## src/rtl/mod_multiplicador_sec.sv

```systemverilog
// mod_multiplicador_sec: sequential shift-add signed multiplier (sign-magnitude, one partial product per cycle).
// Define MOD_MULTIPLICADOR_SAT_EN to saturate Y on overflow instead of wrapping.
module mod_multiplicador_sec #(
    parameter int WIDTH    = 6,
    parameter int FACTOR_W = 4,
    parameter int OUT_W    = 9
) (
    input  logic                CLK,
    input  logic                RST,
    input  logic                START,
    input  logic [WIDTH-1:0]    A,
    input  logic [FACTOR_W-1:0] B,
    output logic [OUT_W-1:0]    Y,
    output logic                OF,
    output logic                BUSY,
    output logic                DONE
);
    localparam int P  = WIDTH + FACTOR_W;
    localparam int CW = $clog2(FACTOR_W + 1);

    typedef enum logic [1:0] {S_IDLE, S_CALC, S_FIX, S_DONE} state_t;

    state_t                state_q, state_d;
    logic [P-1:0]          a_q, a_d;
    logic [FACTOR_W-1:0]   b_q, b_d;
    logic                  sign_q, sign_d;
    logic [P-1:0]          acc_q, acc_d;
    logic [CW-1:0]         cnt_q, cnt_d;
    logic [OUT_W-1:0]      y_q, y_d;
    logic                  of_q, of_d;
    logic [P-1:0]          full;
    logic                  of_w;
    logic [WIDTH-1:0]      a_mag;
    logic [FACTOR_W-1:0]   b_mag;

    // Magnitudes of the most-negative operands still fit the unsigned captures.
    assign a_mag = A[WIDTH-1] ? -A : A;
    assign b_mag = B[FACTOR_W-1] ? -B : B;
    assign full  = sign_q ? (P'(0) - acc_q) : acc_q;
    assign of_w  = full[P-1:OUT_W-1] != {(P-OUT_W+1){full[P-1]}};

    always_comb begin
        state_d = state_q;
        a_d     = a_q;
        b_d     = b_q;
        sign_d  = sign_q;
        acc_d   = acc_q;
        cnt_d   = cnt_q;
        y_d     = y_q;
        of_d    = of_q;
        case (state_q)
            S_IDLE, S_DONE: begin
                state_d = START ? S_CALC : S_IDLE;
                if (START) begin
                    a_d    = P'(a_mag);
                    b_d    = b_mag;
                    sign_d = A[WIDTH-1] ^ B[FACTOR_W-1];
                    acc_d  = '0;
                    cnt_d  = '0;
                end
            end
            S_CALC: begin
                // The multiplicand shifts left and the multiplier right, so bit 0 always selects.
                acc_d   = acc_q + (b_q[0] ? a_q : '0);
                a_d     = a_q << 1;
                b_d     = b_q >> 1;
                cnt_d   = cnt_q + CW'(1);
                state_d = (cnt_q == CW'(FACTOR_W - 1)) ? S_FIX : S_CALC;
            end
            S_FIX: begin
                of_d    = of_w;
`ifdef MOD_MULTIPLICADOR_SAT_EN
                y_d     = of_w ? (full[P-1] ? {1'b1, {(OUT_W-1){1'b0}}} : {1'b0, {(OUT_W-1){1'b1}}})
                               : full[OUT_W-1:0];
`else
                y_d     = full[OUT_W-1:0];
`endif
                state_d = S_DONE;
            end
            default: state_d = S_IDLE;
        endcase
    end

    always_ff @(posedge CLK) begin
        if (RST) begin
            state_q <= S_IDLE;
            a_q     <= '0;
            b_q     <= '0;
            sign_q  <= 1'b0;
            acc_q   <= '0;
            cnt_q   <= '0;
            y_q     <= '0;
            of_q    <= 1'b0;
        end else begin
            state_q <= state_d;
            a_q     <= a_d;
            b_q     <= b_d;
            sign_q  <= sign_d;
            acc_q   <= acc_d;
            cnt_q   <= cnt_d;
            y_q     <= y_d;
            of_q    <= of_d;
        end
    end

    assign Y    = y_q;
    assign OF   = of_q;
    assign BUSY = (state_q == S_CALC) || (state_q == S_FIX);
    assign DONE = state_q == S_DONE;
endmodule

```

## config.mk

```make
export PLATFORM = sky130hd
export DESIGN_NAME = mod_multiplicador_sec
export DESIGN_NICKNAME = d
export VERILOG_FILES = /design/src/rtl/mod_multiplicador_sec.sv
export SDC_FILE = /design/constraint.sdc
export NUM_CORES = 1
export LEC_CHECK = 0
export CAP_MARGIN = 40
export CORE_ASPECT_RATIO = 1.1
export CORE_UTILIZATION = 45
export CTS_CLUSTER_DIAMETER = 40
export CTS_CLUSTER_SIZE = 28
export DETAILED_ROUTE_END_ITERATION = 10
export HOLD_SLACK_MARGIN = 0.1
export PLACE_DENSITY_LB_ADDON = 0.25
export SETUP_SLACK_MARGIN = 0.02
export SLEW_MARGIN = 20
export SYNTH_ARGS = -nofsm -noshare
export SYNTH_HDL_FRONTEND = slang
export SYNTH_SLANG_ARGS = --single-unit
```

## constraint.sdc

```tcl
create_clock -name CLK -period 2 [get_ports CLK]
set_input_delay 0.4 -clock CLK [delete_from_list [all_inputs] [get_ports CLK]]
set_output_delay 0.4 -clock CLK [all_outputs]
set_load 0.01 [all_outputs]
```

==> results of run 1 <==
per-layer routing:
metal | vias to the layer above | GRT usage, %
li1 | 1112 | -
met1 | 960 | 23.5
met3 | 2 | 4.29
met2 | 39 | 34.2
met4 | 0 | 6.00
met5 | - | 0
tightest hold or removal path: cells and delay by family (launching register included):
| kind | cells | cell delay (ns) |
|---|---|---|
| AOI/OAI and AO/OA | 1 | 0.05 |
| DFF | 1 | 0.32 |
| and+or+nand+nor | 1 | 0.05 |
final cells by class:
type / instances / area (µm²)
fillers: 464 / 2000
multi-input cells: 225 / 1540
flip-flops and latches: 40 / 806
repair buffers: 51 / 469
clock buffers: 7 / 96.3
well taps: 58 / 72.6
inverters: 14 / 52.6
cell usage in the layout (no fill, tap or decap), types with 2 or more instances in the layout:
cell / netlist / layout
nor3b_1: 2 / 2
nor3_1: 4 / 4
buf_6: 0 / 3
and2_4: 0 / 2
nand2b_1: 6 / 5
xnor2_1: 8 / 8
inv_1: 14 / 12
inv_2: 0 / 2
dfxtp_1: 40 / 38
o21ai_0: 9 / 9
nand2_1: 41 / 40
clkbuf_8: 0 / 7
buf_4: 1 / 23
a22o_1: 2 / 2
ha_4: 0 / 5
nor2b_1: 3 / 3
xor2_1: 10 / 10
clkdlybuf4s50_1: 0 / 23
a21oi_1: 28 / 25
nand4_1: 2 / 2
a21oi_2: 1 / 3
a21o_1: 3 / 3
ha_1: 17 / 11
mux2i_1: 6 / 6
o31ai_1: 3 / 3
nand4b_1: 2 / 2
nand3_1: 11 / 11
and2_1: 9 / 7
a211oi_1: 12 / 12
nor2_1: 28 / 27
per-stage QoR:
| step | util, % | power [mW] | cell area (µm²) |
|---|---|---|---|
| floorplan | - | 1.02 | 2430 |
| finish | 60.3 | 1.70 | 3040 |
| global placement | 56.7 | 1.12 | 2860 |
| detailed placement | 56.7 | 1.12 | 2860 |
| global route | 60.3 | 1.79 | 3040 |
| CTS | 59.1 | 1.71 | 2980 |
sequential cells by signal, indices dropped and copies added (netlist names):
name	cells
Y	9
OF	1
state_q	2
acc_q	10
a_q	10
cnt_q	3
sign_q	1
b_q	4
worst max-delay path by stage:
| stage | start | to | slack, ns |
|---|---|---|---|
| after detailed placement | b_q[0] | acc_q[6] | -0.03 |
| after CTS | b_q[0] | acc_q[7] | 0.004 |
| final | b_q[0] | acc_q[8] | -0.02 |
| after global placement | b_q[0] | acc_q[8] | 0.02 |
| after global routing | b_q[0] | acc_q[8] | -0.11 |
| after floorplan | b_q[0] | acc_q[6] | 0.02 |
synthesized netlist by cell type (all sizes together) (9+ instances only):
| cell | n | area (µm²) |
|---|---|---|
| nand2 | 41 | 154 |
| dfxtp | 40 | 801 |
| a21oi | 29 | 149 |
| nor2 | 28 | 105 |
| ha | 17 | 213 |
| inv | 14 | 52.6 |
| a211oi | 13 | 103 |
| nand3 | 11 | 55.1 |
| o21ai | 11 | 55.1 |
| xor2 | 10 | 87.6 |
| and2 | 9 | 56.3 |
| clkbuf | 9 | 33.8 |
report_power, final:
group	total (mW)	internal (mW)	switching (mW)
Sequential	0.845	0.822	0.0235
Combinational	0.272	0.125	0.147
Clock	0.585	0.307	0.277
Total	1.70	1.25	0.448
repair_timing:
item                                    4_1_cts  5_1_grt
cloned                                        0        0
resized for setup                             4       14
pin swaps                                     1       11
buffers inserted                              0        3
endpoints found under the setup margin        5        6
cell families after synthesis:
kind of cell             Yosys count  synth area share (%)
multiplexers                       7                  3.03
AND/OR/NAND/NOR                  112                  22.2
AO/OA/AOI/OAI                     70                  18.9
flip-flops                        40                  34.0
adder cells (fa/ha/maj)           18                  9.88
buffers and inverters             31                  5.37
XOR/XNOR                          18                  6.69
==> results.md, run 1 <==
* Die Wd at 71.0 µm
* Overall Global Routing Usage at between 10% and 20%
* Status: finished with violations
* Clock buffer depth at 2
* CP bufs+invs at 0
* Post-synth EDFFs at 0
* WHS at between 0.4 and 0.5 ns
* Reg2reg start: b_q[0]
* Met2 WL at ~2.5 mm
* Max Clk Rate at around 500 MHz
* Synthesized area at 2350 µm²
* Io pins at 25
* Vias per inst at 5.35
* Layout area overhead at 29.0%
* Crit. End Element: register
* Port Buffers at 24
* Routability Congestion at about 0.8
* First-pass GRT wire length at roughly 8.5 mm
* Rows at 27
* Syn avg cell area at 7.96 µm²
* Met3 Wirelength at between 150 and 200 µm
* Syn. warnings at 0
* Vias at 2113
* Mapped Nets at between 300 and 400
* Crit-path max FO at 7
* Clk slew on worst S/H paths at ~0.080 ns
* DRC viols at 4
* Period utilisation layout at 101%
* Worst setup margin at -0.0189 ns
* H-tree Lvls at 2
* Core ar. at 5030 µm²
* Final hold violation count at 0
* Max_cap viols at 0
* Hold Crit Class: register to register
* Max-slew violations at 0
* Synth Instances at approximately 300
* Clock latency on the worst-skew pair at between 0.2 and 0.3 ns
* Flops & latches, synth at 40
* Routed WL at 5.00 mm
* Critical path depth at 8
* Netlist cell types at 44
* Critical path startpoint category: register
* VDD IR max at roughly 0.00042 V
* Crit-path cells: and2_1 > ha_1 > o21ai_0 > a21oi_4 > o2111ai_1 > nand2b_1 > xor2_1 > a22o_1
* Top Metal Used: met4
* Final HPWL DP at 3.77 mm
* Antenna Nets Post-Route at 0
* Ys async rst share at 0%
* FF-to-FF End: acc_q[8]
* WHS Endpoint: b_q[1]
* Dpl ws at -0.0340 ns
* Final Non-Filler Cells at between 300 and 400
* R2R setup slack at -0.02 ns
* CP Class: register to register
* Reg2Reg Depth at 8
* Sequential share of the synthesized area at between 30% and 40%
* Final #Nets at roughly 370
* PD cells at between 500 and 600 nW/µm²
* Arr. time, crit path at 2.21 ns
* Total gr overflow at 0
* Wire length on met1 at roughly 2.3 mm
* Hold Path Origin: b_q[1]
* TritonCTS buffer count at 5
* Number of global-route vias before repair at between 1500 and 2000
* Hold buffers post-CTS at 0
* Max stage delay on crit path at between 0.3 and 0.4 ns
* Worst slew pin tran at 0.406 ns
* Starting Density at 46.8%
* Placed Cells at 385
* Vert. Die Dim at ~78 µm
* Minimum clock period at 2.02 ns
* CP delay by family, top: compound AO/OA/AOI/OAI gates
* Unrepaired setup endpoints after global routing: yes
* Antenna violations before repair at 0
* CTS tree: built
* Critical Path RT at between 2 and 2.5 ns
* Final setup viols at 3
* Slew Limit Headroom at ~73%
* Final Skew at ~0.0035 ns
* Largest net degree at the start of global routing at 25
* Post-DR wirelength/cell at approximately 13 µm
* Die Area at 5530 µm²
* TritonCTS Sinks at 40
* Sum of negative setup slack at -0.0313 ns
* Share of cells above drive strength 1 at roughly 17%
* LEAKAGE at between 1 and 1.5 nW
* DR iter-0 viols at 70
* TritonRoute pass-1 iters at 9
* Primary FF master, synth: dfxtp_1
* Hold-critical path depth at 2
* Violated checks: DRC, setup timing
* Ant diodes at 0
* Root buf cell: clkbuf_8
* Slowest-stage cell, CP: dfxtp_4
Power figures use the tool's default switching activity.
==> inputs of run 2 (changes only) <==
- CAP_MARGIN: 40 -> 25
==> results of run 2 <==
The final DEF is identical to that of run 1; final timing and power are the same.
